===== src/rtl/carfield_pkg.sv =====
// Shared constants and types for the Carfield disabled-island error responder.
// Latency: n/a (package only).
// Backpressure: n/a (package only).
//
// Contents: DECERR response code, default read-data pattern, and the request
// buffer entry type. Entry fields are sized to the widest supported
// configuration; narrower instances zero-extend into them.
package carfield_pkg;

    localparam logic [1:0]  AXI_RESP_DECERR = 2'b11;
    localparam logic [63:0] ERR_RESP_DATA   = 64'hBADC_AB1E_BADC_AB1E;

    localparam int unsigned ERR_RESP_MAX_ID_W   = 16;
    localparam int unsigned ERR_RESP_MAX_ADDR_W = 64;
    localparam int unsigned ERR_RESP_LEN_W      = 8;

    typedef struct packed {
        logic [ERR_RESP_MAX_ID_W-1:0]   id;
        logic [ERR_RESP_MAX_ADDR_W-1:0] addr;
        logic [ERR_RESP_LEN_W-1:0]      len;
    } err_resp_entry_t;

endpackage


===== src/rtl/carfield_err_resp_fifo.sv =====
// Generic synchronous FIFO holding pending requests of the error responder.
// Latency: a pushed entry is visible at the head on the cycle after the push.
// Backpressure: full_o blocks pushes, except a push paired with a pop while full.
//
// Ports: clk_i/rst_i clock and async active-high reset; push_i/wdata_i write
// side; pop_i read side (head is rdata_o); full_o/empty_o status flags.
module carfield_err_resp_fifo
    import carfield_pkg::*;
#(
    parameter int unsigned Depth   = 4,
    parameter type         entry_t = err_resp_entry_t
) (
    input  logic   clk_i,
    input  logic   rst_i,
    input  logic   push_i,
    input  entry_t wdata_i,
    input  logic   pop_i,
    output entry_t rdata_o,
    output logic   full_o,
    output logic   empty_o
);

    localparam int unsigned PtrW = $clog2(Depth);
    localparam logic [PtrW:0] PtrOne = 1;

    // One extra pointer bit distinguishes full from empty.
    logic [PtrW:0] r_wptr;
    logic [PtrW:0] r_rptr;
    entry_t        r_mem [Depth];
    logic          w_push;
    logic          w_pop;

    assign empty_o = (r_wptr == r_rptr);
    assign full_o  = (r_wptr[PtrW] != r_rptr[PtrW]) &&
                     (r_wptr[PtrW-1:0] == r_rptr[PtrW-1:0]);
    assign w_pop   = pop_i && !empty_o;
    // While full, the slot freed by a same-cycle pop is the one being written.
    assign w_push  = push_i && (!full_o || w_pop);
    assign rdata_o = r_mem[r_rptr[PtrW-1:0]];

    always_ff @(posedge clk_i or posedge rst_i) begin
        if (rst_i) begin
            r_wptr <= '0;
            r_rptr <= '0;
        end else begin
            if (w_push) r_wptr <= r_wptr + PtrOne;
            if (w_pop)  r_rptr <= r_rptr + PtrOne;
        end
    end

    always_ff @(posedge clk_i) begin
        if (w_push) r_mem[r_wptr[PtrW-1:0]] <= wdata_i;
    end

endmodule


===== src/rtl/carfield_island_err_resp.sv =====
// AXI4 terminator for disabled-island windows: completes every access with DECERR and logs faults.
// Latency: W accepted from the cycle after AW; B the cycle after w_last; first R beat 2 cycles after AR.
// Backpressure: aw/ar ready drop when their request buffer is full; W held off until its AW is buffered.
//
// Ports: clk_i/rst_i clock and async active-high reset; AW/W/B and AR/R AXI4
// channels (subset); err_clear_i clears the log; err_valid_o/err_addr_o/
// err_write_o describe the first fault, err_count_o counts all (saturating).
module carfield_island_err_resp
    import carfield_pkg::*;
#(
    parameter int unsigned IdWidth   = 6,
    parameter int unsigned AddrWidth = 48,
    parameter int unsigned DataWidth = 64,
    parameter int unsigned MaxTxns   = 4,
    parameter logic [63:0] RespData  = ERR_RESP_DATA
) (
    input  logic                 clk_i,
    input  logic                 rst_i,
    input  logic                 aw_valid_i,
    output logic                 aw_ready_o,
    input  logic [IdWidth-1:0]   aw_id_i,
    input  logic [AddrWidth-1:0] aw_addr_i,
    input  logic                 w_valid_i,
    output logic                 w_ready_o,
    input  logic                 w_last_i,
    output logic                 b_valid_o,
    input  logic                 b_ready_i,
    output logic [IdWidth-1:0]   b_id_o,
    output logic [1:0]           b_resp_o,
    input  logic                 ar_valid_i,
    output logic                 ar_ready_o,
    input  logic [IdWidth-1:0]   ar_id_i,
    input  logic [AddrWidth-1:0] ar_addr_i,
    input  logic [7:0]           ar_len_i,
    output logic                 r_valid_o,
    input  logic                 r_ready_i,
    output logic [IdWidth-1:0]   r_id_o,
    output logic [DataWidth-1:0] r_data_o,
    output logic [1:0]           r_resp_o,
    output logic                 r_last_o,
    input  logic                 err_clear_i,
    output logic                 err_valid_o,
    output logic [AddrWidth-1:0] err_addr_o,
    output logic                 err_write_o,
    output logic [15:0]          err_count_o
);

    localparam logic [1:0] W_IDLE  = 2'd0;
    localparam logic [1:0] W_DRAIN = 2'd1;
    localparam logic [1:0] W_RESP  = 2'd2;
    localparam logic [0:0] R_IDLE  = 1'b0;
    localparam logic [0:0] R_BURST = 1'b1;

    err_resp_entry_t w_aw_entry, w_ar_entry, w_aw_head, w_ar_head;
    logic            w_aw_full, w_aw_empty, w_ar_full, w_ar_empty;
    logic            w_aw_hs, w_ar_hs, w_aw_pop, w_ar_pop;
    logic [1:0]      r_w_state;
    logic [0:0]      r_r_state;
    logic [7:0]      r_beat_cnt;
    logic [16:0]     w_cnt_sum;
    logic            r_err_valid, r_err_write;
    logic [AddrWidth-1:0] r_err_addr;
    logic [15:0]     r_err_count;
    logic            w_unused;

    always_comb begin
        w_aw_entry = '0;
        w_aw_entry.id[IdWidth-1:0]     = aw_id_i;
        w_aw_entry.addr[AddrWidth-1:0] = aw_addr_i;
        w_ar_entry = '0;
        w_ar_entry.id[IdWidth-1:0]     = ar_id_i;
        w_ar_entry.addr[AddrWidth-1:0] = ar_addr_i;
        w_ar_entry.len                 = ar_len_i;
    end

    // Only head IDs and the AR length are consumed downstream.
    assign w_unused = ^{w_aw_head, w_ar_head};

    // Readies are forced low while reset is held.
    assign aw_ready_o = !w_aw_full && !rst_i;
    assign ar_ready_o = !w_ar_full && !rst_i;
    assign w_aw_hs    = aw_valid_i && aw_ready_o;
    assign w_ar_hs    = ar_valid_i && ar_ready_o;
    assign w_aw_pop   = (r_w_state == W_RESP) && b_ready_i;
    assign w_ar_pop   = (r_r_state == R_BURST) && r_ready_i && (r_beat_cnt == 8'd0);

    carfield_err_resp_fifo #(.Depth(MaxTxns), .entry_t(err_resp_entry_t)) u_aw_fifo (
        .clk_i  (clk_i),
        .rst_i  (rst_i),
        .push_i (w_aw_hs),
        .wdata_i(w_aw_entry),
        .pop_i  (w_aw_pop),
        .rdata_o(w_aw_head),
        .full_o (w_aw_full),
        .empty_o(w_aw_empty)
    );

    carfield_err_resp_fifo #(.Depth(MaxTxns), .entry_t(err_resp_entry_t)) u_ar_fifo (
        .clk_i  (clk_i),
        .rst_i  (rst_i),
        .push_i (w_ar_hs),
        .wdata_i(w_ar_entry),
        .pop_i  (w_ar_pop),
        .rdata_o(w_ar_head),
        .full_o (w_ar_full),
        .empty_o(w_ar_empty)
    );

    // Write side. IDLE also looks at the incoming AW handshake so W beats can
    // be drained on the very next cycle instead of waiting for the FIFO flag.
    always_ff @(posedge clk_i or posedge rst_i) begin
        if (rst_i) begin
            r_w_state <= W_IDLE;
        end else begin
            case (r_w_state)
                W_IDLE:  if (!w_aw_empty || w_aw_hs) r_w_state <= W_DRAIN;
                W_DRAIN: if (w_valid_i && w_last_i)  r_w_state <= W_RESP;
                W_RESP:  if (b_ready_i)              r_w_state <= W_IDLE;
                default: r_w_state <= W_IDLE;
            endcase
        end
    end

    assign w_ready_o = (r_w_state == W_DRAIN);
    assign b_valid_o = (r_w_state == W_RESP);
    assign b_id_o    = b_valid_o ? w_aw_head.id[IdWidth-1:0] : '0;
    assign b_resp_o  = AXI_RESP_DECERR;

    // Read side: the beat counter holds beats remaining after the current one.
    always_ff @(posedge clk_i or posedge rst_i) begin
        if (rst_i) begin
            r_r_state  <= R_IDLE;
            r_beat_cnt <= '0;
        end else begin
            case (r_r_state)
                R_IDLE: begin
                    if (!w_ar_empty) begin
                        r_beat_cnt <= w_ar_head.len;
                        r_r_state  <= R_BURST;
                    end
                end
                R_BURST: begin
                    if (r_ready_i) begin
                        if (r_beat_cnt == 8'd0) r_r_state  <= R_IDLE;
                        else                    r_beat_cnt <= r_beat_cnt - 8'd1;
                    end
                end
                default: r_r_state <= R_IDLE;
            endcase
        end
    end

    assign r_valid_o = (r_r_state == R_BURST);
    assign r_last_o  = r_valid_o && (r_beat_cnt == 8'd0);
    assign r_id_o    = r_valid_o ? w_ar_head.id[IdWidth-1:0] : '0;
    assign r_data_o  = r_valid_o ? DataWidth'(RespData) : '0;
    assign r_resp_o  = AXI_RESP_DECERR;

    // Error log. A simultaneous AW+AR counts twice and the write wins capture.
    assign w_cnt_sum = {1'b0, r_err_count} + {16'd0, w_aw_hs} + {16'd0, w_ar_hs};

    always_ff @(posedge clk_i or posedge rst_i) begin
        if (rst_i) begin
            r_err_valid <= 1'b0;
            r_err_write <= 1'b0;
            r_err_addr  <= '0;
            r_err_count <= '0;
        end else if (err_clear_i) begin
            r_err_valid <= 1'b0;
            r_err_write <= 1'b0;
            r_err_addr  <= '0;
            r_err_count <= '0;
        end else begin
            r_err_count <= w_cnt_sum[16] ? 16'hFFFF : w_cnt_sum[15:0];
            if (!r_err_valid && (w_aw_hs || w_ar_hs)) begin
                r_err_valid <= 1'b1;
                r_err_write <= w_aw_hs;
                r_err_addr  <= w_aw_hs ? aw_addr_i : ar_addr_i;
            end
        end
    end

    assign err_valid_o = r_err_valid;
    assign err_write_o = r_err_write;
    assign err_addr_o  = r_err_addr;
    assign err_count_o = r_err_count;

endmodule


===== config.mk =====
export PLATFORM = sky130hd
export DESIGN_NAME = carfield_island_err_resp
export DESIGN_NICKNAME = d
export VERILOG_FILES = /design/src/rtl/carfield_pkg.sv /design/src/rtl/carfield_err_resp_fifo.sv /design/src/rtl/carfield_island_err_resp.sv
export SDC_FILE = /design/constraint.sdc
export NUM_CORES = 1
export LEC_CHECK = 0
export ABC_CLOCK_PERIOD_IN_PS = 5800
export CORE_UTILIZATION = 50
export CTS_BUF_LIST = sky130_fd_sc_hd__clkbuf_8 sky130_fd_sc_hd__clkbuf_16
export DETAILED_ROUTE_END_ITERATION = 8
export GPL_TIMING_DRIVEN = 0
export HOLD_SLACK_MARGIN = 0.08
export PLACE_DENSITY_LB_ADDON = 0.1
export SLEW_MARGIN = 20
export SYNTH_ARGS = -nofsm -noshare
export SYNTH_HDL_FRONTEND = slang
export SYNTH_SLANG_ARGS = --single-unit

===== constraint.sdc =====
create_clock -name clk_i -period 5.8 [get_ports clk_i]
set_clock_uncertainty 0.15 [all_clocks]
set_input_delay 1.16 -clock clk_i [delete_from_list [all_inputs] [get_ports clk_i]]
set_output_delay 1.16 -clock clk_i [all_outputs]
set_load 0.05 [all_outputs]

# After elaboration in Yosys (flattened, before gate mapping)
# Memories as Yosys holds them, arrays and structs flattened.
# Index checks and enable logic that the tools add are counted.
# totals
register_bits	89
ramBits	464
in_bits	125
output_inout_bits	152
elab_cells	94
memories	2
# classes
add_sub_neg	7
n_eq_ne	14
muxes	28
bitwise_logic	1
reduce_logical	31
# mem_list
memory	words	word_bits	read_ports	rd_ports_with_merged_regs	wr	line	rtl
u_ar_fifo.r_mem	4	62	1	0	1	carfield_err_resp_fifo.sv:29	entry_t r_mem [Depth];
u_aw_fifo.r_mem	4	54	1	0	1	carfield_err_resp_fifo.sv:29	
# ops
op	count
$mux 48	3
$mux 64	1
$mux 16	2
$mux 8	3
$add 16x1->17	1
$add 17x1->17	1
$logic_and 1x1->1	16
$pmux 8 s2	1
$add 3x1->3 const B	4
$mux 6	2
$mux 1	11
$logic_not 8->1	1
$ne 2x2->1 const B	4
$sub 8x1->8 const B	1
$eq 3x3->1	2
$logic_not 1->1	6
$mux 2	3
$pmux 2 s3	1
$reduce_and 3->1	2
$eq 2x2->1	2
$logic_or 1x1->1	4
$ne 2x1->1 const B	2
$eq 2x1->1 const B	1
$eq 2x2->1 const B	1
other kinds (5)	6

# Depth between registers and ports, before layout
# Gate-level depths: netlist of the first run.
# depth
depth_word	9
ltp_mapped	14
mapped_depth_nobuf	10

# Cells and area by module
# Synthesis of the first run repeated with hierarchy kept, for this count alone.
# unflattened
hier_cells	1464
area_unflattened_um2	30967.2
# modules_own_cells
mod	instances	cells_each	area_per_inst_um2	seq_area_each_um2
carfield_err_resp_fifo	2	496	13107.6	10720.3
carfield_island_err_resp	1	472	4752.1	1926.8

# Least setup slack after synthesis of the first run
# No wires, ideal clock.
# synth_timing
path_kind	input-to-reg
from	input rst_i
to	register r_err_count[10] (netlist: err_count_o[10])
setup_time_ns	0.078
arrival_time_ns	5.823
required_time_ns	5.572
slack_ns	-0.250
path_stages	13
n_path_buf	4
path_cell_list	inv_1 > o311ai_1 > buf_4 > buf_2 > fa_1 > inv_1 > ha_1 > nand3_2 > or4_4 > or3_1 > buf_6 > buf_12 > a21oi_2
# synth_between
elab_chain_cells	7
word_cells_on_any_way	9
classes_between	2 x add/sub; 2 x mux; 5 x reduce/logical
# synth_lines
element	line	rtl
start, declared	carfield_island_err_resp.sv:18	input logic rst_i,
$logic_not 1->1 (no source line) (*)	-	
$logic_and 1x1->1	carfield_island_err_resp.sv:80	assign aw_ready_o = !w_aw_full && !rst_i;
$logic_and 1x1->1	carfield_island_err_resp.sv:82	assign w_aw_hs = aw_valid_i && aw_ready_o;
$add 16x1->17	carfield_island_err_resp.sv:160	assign w_cnt_sum = {1'b0, r_err_count} + {16'd0, w_aw_hs} + {16'd0, w_ar_hs};
$add 17x1->17 (*)	carfield_island_err_resp.sv:160	
$mux 16 (*)	carfield_island_err_resp.sv:174	r_err_count <= w_cnt_sum[16] ? 16'hFFFF : w_cnt_sum[15:0];
$mux 16 (*)	carfield_island_err_resp.sv:168	end else if (err_clear_i) begin
end signal, assigned	carfield_island_err_resp.sv:174	
end, declared	carfield_island_err_resp.sv:63	logic [15:0] r_err_count;
# Every way passes the cells marked *; elsewhere a longest branch is shown, timed or not.
# A chain may end at the register's enable or synchronous reset.

# Final worst setup path of the first run
# layout_timing
from	input rst_i
to	register r_err_count[5] (netlist: err_count_o[5])
# Same word-level chain as after synthesis.

==> results of run 1 <==
power by group through the flow:
stage / sequential [mW] / combinational (mW) / clock (mW)
4_1_cts: 1.63 / 2.06 / 1.10
3_5_place_dp: 1.66 / 2.05 / 0
5_1_grt: 1.66 / 2.18 / 1.15
3_3_place_gp: 1.64 / 1.99 / 0
6_report: 1.64 / 2.05 / 1.08
2_1_floorplan: 1.93 / 1.12 / 0
logic make-up after synthesis:
group,Yosys count,synth area share [%]
buf+inv,127,9.719
other cells,2,0.09016
simple gates,137,8.983
flops,169,55.58
xor+xnor,27,3.019
fa+ha+maj,13,2.043
mux,72,11.72
compound gates,96,8.848
per-layer routing:
layer,wire length (microns),up-vias,track usage [%]
met5,0,-,0
met4,403,0,8.857
met3,1152,28,4.992
li1,-,2882,-
met1,8595,2971,30.42
met2,10890,206,43.42
flip-flops by register name (all words and copies together) (netlist names):
register / count
err_write_o: 1
r_valid_o: 1
u_ar_fifo.r_mem: 56
u_ar_fifo.r_rptr: 3
err_valid_o: 1
u_aw_fifo.r_mem: 24
u_aw_fifo.r_rptr: 3
u_ar_fifo.r_wptr: 3
r_w_state: 2
u_aw_fifo.r_wptr: 3
err_count_o: 16
err_addr_o: 48
r_beat_cnt: 8
cell usage in the layout (no fill, tap or decap), types with 4 or more instances in the layout:
cell,count
xor2_1,9
clkbuf_1,17
nand3_1,10
buf_4,75
clkbuf_16,17
edfxtp_1,80
buf_2,10
nor3_1,52
nand2_1,19
and2_1,10
a211oi_1,49
a21oi_2,10
xnor2_1,16
and3_1,6
mux2_2,4
nor2b_1,8
dfrtp_1,88
a31oi_1,6
or3_1,4
inv_6,6
mux2i_1,48
inv_1,20
a21oi_1,4
conb_1,30
ha_1,12
clkdlybuf4s50_1,245
mux4_2,20
nor2_1,8
o21ai_0,6
worst max-delay path: stages:
cell and delay [ns]:
clkdlybuf4s50_1 0.58, clkinvlp_4 0.42, buf_16 0.22, o311ai_1 0.11
buf_4 0.22, buf_2 0.25, fa_1 0.44, inv_1 0.10
ha_1 0.22, nand3_2 0.13, or4_4 0.57, or3_1 0.38
buf_6 0.15, buf_12 0.14, a21oi_2 0.12
through the flow:
step / setup TNS, ns / instance area, sq um / utilization, %
after CTS: 0 / 11800 / 73.45
after floorplan: 0 / 8438 / -
after detailed placement: 0 / 11240 / 69.97
final: 0 / 11800 / 73.46
after global placement: -6.949 / 11160 / 69.50
after global routing: 0 / 11800 / 73.46
path summary, 6_finish.rpt:
| check | slack [ns] | endpoint | cells after the start | from |
|---|---|---|---|---|
| max | 0.77 | err_count_o[5] | 15 | rst_i |
| min | 0.38 | r_w_state[1] | 1 | r_w_state[1] |
| max reg2reg | 1.78 | err_count_o[5] | 13 | u_ar_fifo.r_rptr[0] |
| min reg2reg | 0.38 | r_w_state[1] | 1 | r_w_state[1] |
| max in group asynchronous | 3.83 | err_addr_o[8] | 3 | rst_i |
| min in group asynchronous | 1.18 | r_beat_cnt[5] | 2 | rst_i |
final cells by class:
type,count,area [sq um],share of cell area [%]
Buffer,106,730.7,6.194
Clock buffer,17,425.4,3.606
Clock inverter,14,133.9,1.135
Inverter,21,82.58,0.7000
Multi-Input combinational cell,375,2995,25.39
Sequential cell,169,4631,39.26
Tap cell,216,270.3,2.291
Timing Repair Buffer,248,2527,21.43
==> flow_summary.toml, run 1 <==
[power]
leakage_nw = 4.828
p_sw_mw = 1.868
p_comb_share_pct = 42.9
vdd_drop_max_mv = 0.2393
power.internal_mw = 2.897
seqPwrFrac_pct = 34.3
sw_frac_of_total_pct = 39.20
power_density_nw_per_um2 = 403.9
total_power_mw = 4.765
clockPowerShare_pct = 22.7

[synthesis]
synth_top_area_share_pct = 28.84
synth-edff-count = 80
ys_seq_area_share_pct = 55.58
yosys_most_used_dff = "dfrtp_1"
synth_area_leaders = "edfxtp_1 29%, dfrtp_1 27%, buf_4 6.8%, mux2i_1 5.8%, mux4_2 5.4%"
ys_warn_count = 0
avgSynthCellArea_sq_um = 12.95
synth_most_common_cell = "dfrtp_1"
syn_area_sq_um = 8329
synth_top_cell_by_area = "edfxtp_1"
ys_ff_latch = 169
ys_types = 58
synth_cells = 643
async_flop_share_pct = 52.66
yosys-top-cells-count = "89 x dfrtp_1, 80 x edfxtp_1, 75 x buf_4"

[clock_network]
cts_setup_buffers = 0
cts-hold-fix-buffers = 0
numCtsBuffers = 17
cts.sinks = 169
ctsResizeCount = 0
cts.path.max_buffers = 2
cts.clk_slew.worst_paths_ns = 0.06
cts_tree = "done"
htree_num_levels = 4
clock_latency_ns = 0.43
cts-root-buf = "clkbuf_16"

[final_layout]
area_delta_synth_final_pct = 41.63
nets = 1076
nFillCells = 1098
drive_above_1_share_pct = 18.11
stdcell_count = 1166
antenna_cells = 0

[drt]
drt_iter0_drc = 332
via_count = 6087
drcViolationCount = 0
wl_per_cell_microns = 18.04
wirelength_mm = 21.04
ant_nets = 0
vias_per_cell = 5.220
firstDrtPassIters = 4

[job]
cap_viol_max_count = 0

[place]
place_hpwl_mm = 15.77
dp_cells = 1135
place_congestion = 0.8633
place_ws_ns = 0.3439
portBuffers = 245

[critical_path]
cp-start-kind = "input pin"
worst-path-max-fanout = 24
arrival_ns = 5.23
endpoint_kind = "register"
worst-setup-path-type = "in -> reg"
cp_data_required_time_ns = 6.00

[timing]
worst_slew_pin_slew_ns = 0.8238
max_freq_ghz = 0.1988
period_minus_slack_ns = 5.029
rsz0062_at_grt = "no"
slew_headroom_pct = 45.08
fin_ws_ns = 0.7707
drv_slew = 0
hold_viol_final = 0
holdWs_ns = 0.3814
setup_viol = 0
finalCritPeriodShare_pct = 86.71

[die]
ioPinCount = 277
die_w_microns = 131.1
die-height_microns = 131.1
rows = 46
core_sq_um = 16060
dieArea_sq_um = 17180
initial_core_util_pct = 51.87

[grt]
grtUsageTotal_pct = 24.76
grt_max_degree = 41
grt_pass1_vias = 6146
grt.overflow.total = 0
grt_pass1_wl_mm = 31.62
antenna_found_initial = 0

[outcome]
outcome = "completed"

[hold_path]
hold_path.class = "reg -> reg"
Note: power is estimated with default switching activity, not from simulation.
==> run 2: changes to the inputs <==
--- a/config.mk
+++ b/config.mk
@@ -12,7 +12,6 @@
 export GPL_TIMING_DRIVEN = 0
 export HOLD_SLACK_MARGIN = 0.08
 export PLACE_DENSITY_LB_ADDON = 0.1
-export SLEW_MARGIN = 20
 export SYNTH_ARGS = -nofsm -noshare
 export SYNTH_HDL_FRONTEND = slang
 export SYNTH_SLANG_ARGS = --single-unit
==> run 2 against run 1 <==
  * First-iteration DRC count decreased by 14%
  * Clock power increased by 6%
  * Critical path type unchanged
  * Worst hold slack got worse by 0.011 ns
  * Clock-buffer cell count unchanged
  * Cell area increased by 0.14%
  * Worst setup slack got worse by 0.14 ns
  * Die area unchanged
  * Routed wire length about the same
  * Non-clock buffer count decreased by 1
  * Largest cell class unchanged
  * Critical path depth unchanged
  * Largest power group unchanged
==> flow_summary.toml, run 2 (synthesis gave the netlist of run 1 again) <==
[drt]
ant_nets = 0
vias_per_cell = 5.244
wl_per_cell_microns = 18.04
firstDrtPassIters = 5
via_count = 6115
drcViolationCount = 0
drt_iter0_drc = 287
wirelength_mm = 21.04

[grt]
grt.overflow.total = 0
antenna_found_initial = 0
grt_pass1_vias = 6142
grt_pass1_wl_mm = 31.33
grt_max_degree = 43
grtUsageTotal_pct = 24.63

[clock_network]
ctsResizeCount = 0
clock_latency_ns = 0.43
htree_num_levels = 4
cts_tree = "done"
cts.path.max_buffers = 2
cts-root-buf = "clkbuf_16"
cts-hold-fix-buffers = 0
cts_setup_buffers = 0
cts.sinks = 169
cts.clk_slew.worst_paths_ns = 0.06
numCtsBuffers = 17

[critical_path]
cp_data_required_time_ns = 6.00
endpoint_kind = "register"
worst-path-max-fanout = 25
rr_worst_depth = 13
cp-start-kind = "input pin"
worst-setup-path-type = "in -> reg"
arrival_ns = 5.36

[final_layout]
final_util_pct = 73.56
largest_reg_flops = 56
drive_above_1_share_pct = 18.11
layout_common_cells = "245 x clkdlybuf4s50_1, 89 x dfrtp_1, 80 x edfxtp_1"
nFillCells = 1078
stdcell_count = 1166
mostFrequentLayoutCell = "clkdlybuf4s50_1"
area_delta_synth_final_pct = 41.82
nets = 1075
antenna_cells = 0
fin_area_sq_um = 11810

[place]
dp_cells = 1134
portBuffers = 245
placement.cell_area_sq_um = 11200
place_congestion = 0.8633
place_hpwl_mm = 15.72

[die]
rows = 46
die-height_microns = 131.1
dieArea_sq_um = 17180
die_w_microns = 131.1
initial_core_util_pct = 51.87
core_sq_um = 16060
ioPinCount = 277

[timing]
drv_slew = 0
hold_viol_final = 0
max_freq_ghz = 0.1936
worst_slew_pin_slew_ns = 1.102
rsz0062_at_grt = "no"
period_minus_slack_ns = 5.166
slew_headroom_pct = 26.52
finalCritPeriodShare_pct = 89.07
setup_viol = 0

[power]
leakage_nw = 4.843
vdd_drop_max_mv = 0.3139
total_power_mw = 4.830
power_density_nw_per_um2 = 408.9

[hold_path]
holdPathStages = 1
hold_path.class = "reg -> reg"

[outcome]
outcome = "completed"

[job]
cap_viol_max_count = 0
[run 2: routing by layer]
layer  GRT usage [%]  vias up  wire [microns]
met3           4.911       31            1245
met2           42.89      237           10830
met1           30.14     2969            8549
met4           9.872        0             411
li1                -     2878               -
met5               0        -               0
[run 2: critical path, stage by stage]
cell and delay, ns:
clkdlybuf4s50_1 0.57, clkinvlp_4 0.50, buf_12 0.25, o311ai_1 0.12, buf_4 0.21, buf_2 0.25
fa_1 0.43, inv_1 0.10, ha_1 0.23, nand3_2 0.13, or4_4 0.57, or3_1 0.39
buf_6 0.15, buf_12 0.14, a21oi_2 0.13
[run 2: path summary, 6_finish.rpt]
kind | startpoint | to | slack [ns]
setup / recovery | rst_i | err_count_o[5] | 0.63
hold / removal | r_w_state[1] | r_w_state[1] | 0.37
setup reg to reg | u_ar_fifo.r_rptr[0] | err_count_o[5] | 1.70
hold reg to reg | r_w_state[1] | r_w_state[1] | 0.37
max in group asynchronous | rst_i | err_count_o[13] | 3.49
min in group asynchronous | rst_i | err_addr_o[0] | 1.22
[run 2: stage by stage]
step / worst slack (ns) / TNS (ns) / hold WS [ns]
2_1_floorplan: 0.7890 / 0 / 0.3133
3_3_place_gp: -0.5096 / -6.949 / 0.3485
3_5_place_dp: 0.2171 / 0 / 0.3561
4_1_cts: 0.6175 / 0 / 0.3695
5_1_grt: 0.4014 / 0 / 0.3914
6_report: 0.6339 / 0 / 0.3700
[run 2: cell type report]
| cell class | count | area [sq um] | area share [%] |
|---|---|---|---|
| Multi-Input combinational cell | 375 | 2995 | 25.36 |
| Tap cell | 216 | 270.3 | 2.288 |
| Timing Repair Buffer | 247 | 2492 | 21.10 |
| Clock inverter | 15 | 186.4 | 1.578 |
| Buffer | 106 | 730.7 | 6.186 |
| Clock buffer | 17 | 425.4 | 3.601 |
| Sequential cell | 169 | 4629 | 39.19 |
| Inverter | 21 | 82.58 | 0.6991 |
[run 2: report_power, final]
group / switching, mW / leakage (nW) / total, mW / internal (mW)
combinational: 1.23 / 2.65 / 2.04 / 0.814
sequential: 0.153 / 1.89 / 1.64 / 1.48
clock: 0.500 / 0.301 / 1.15 / 0.653
total: 1.88 / 4.84 / 4.83 / 2.95
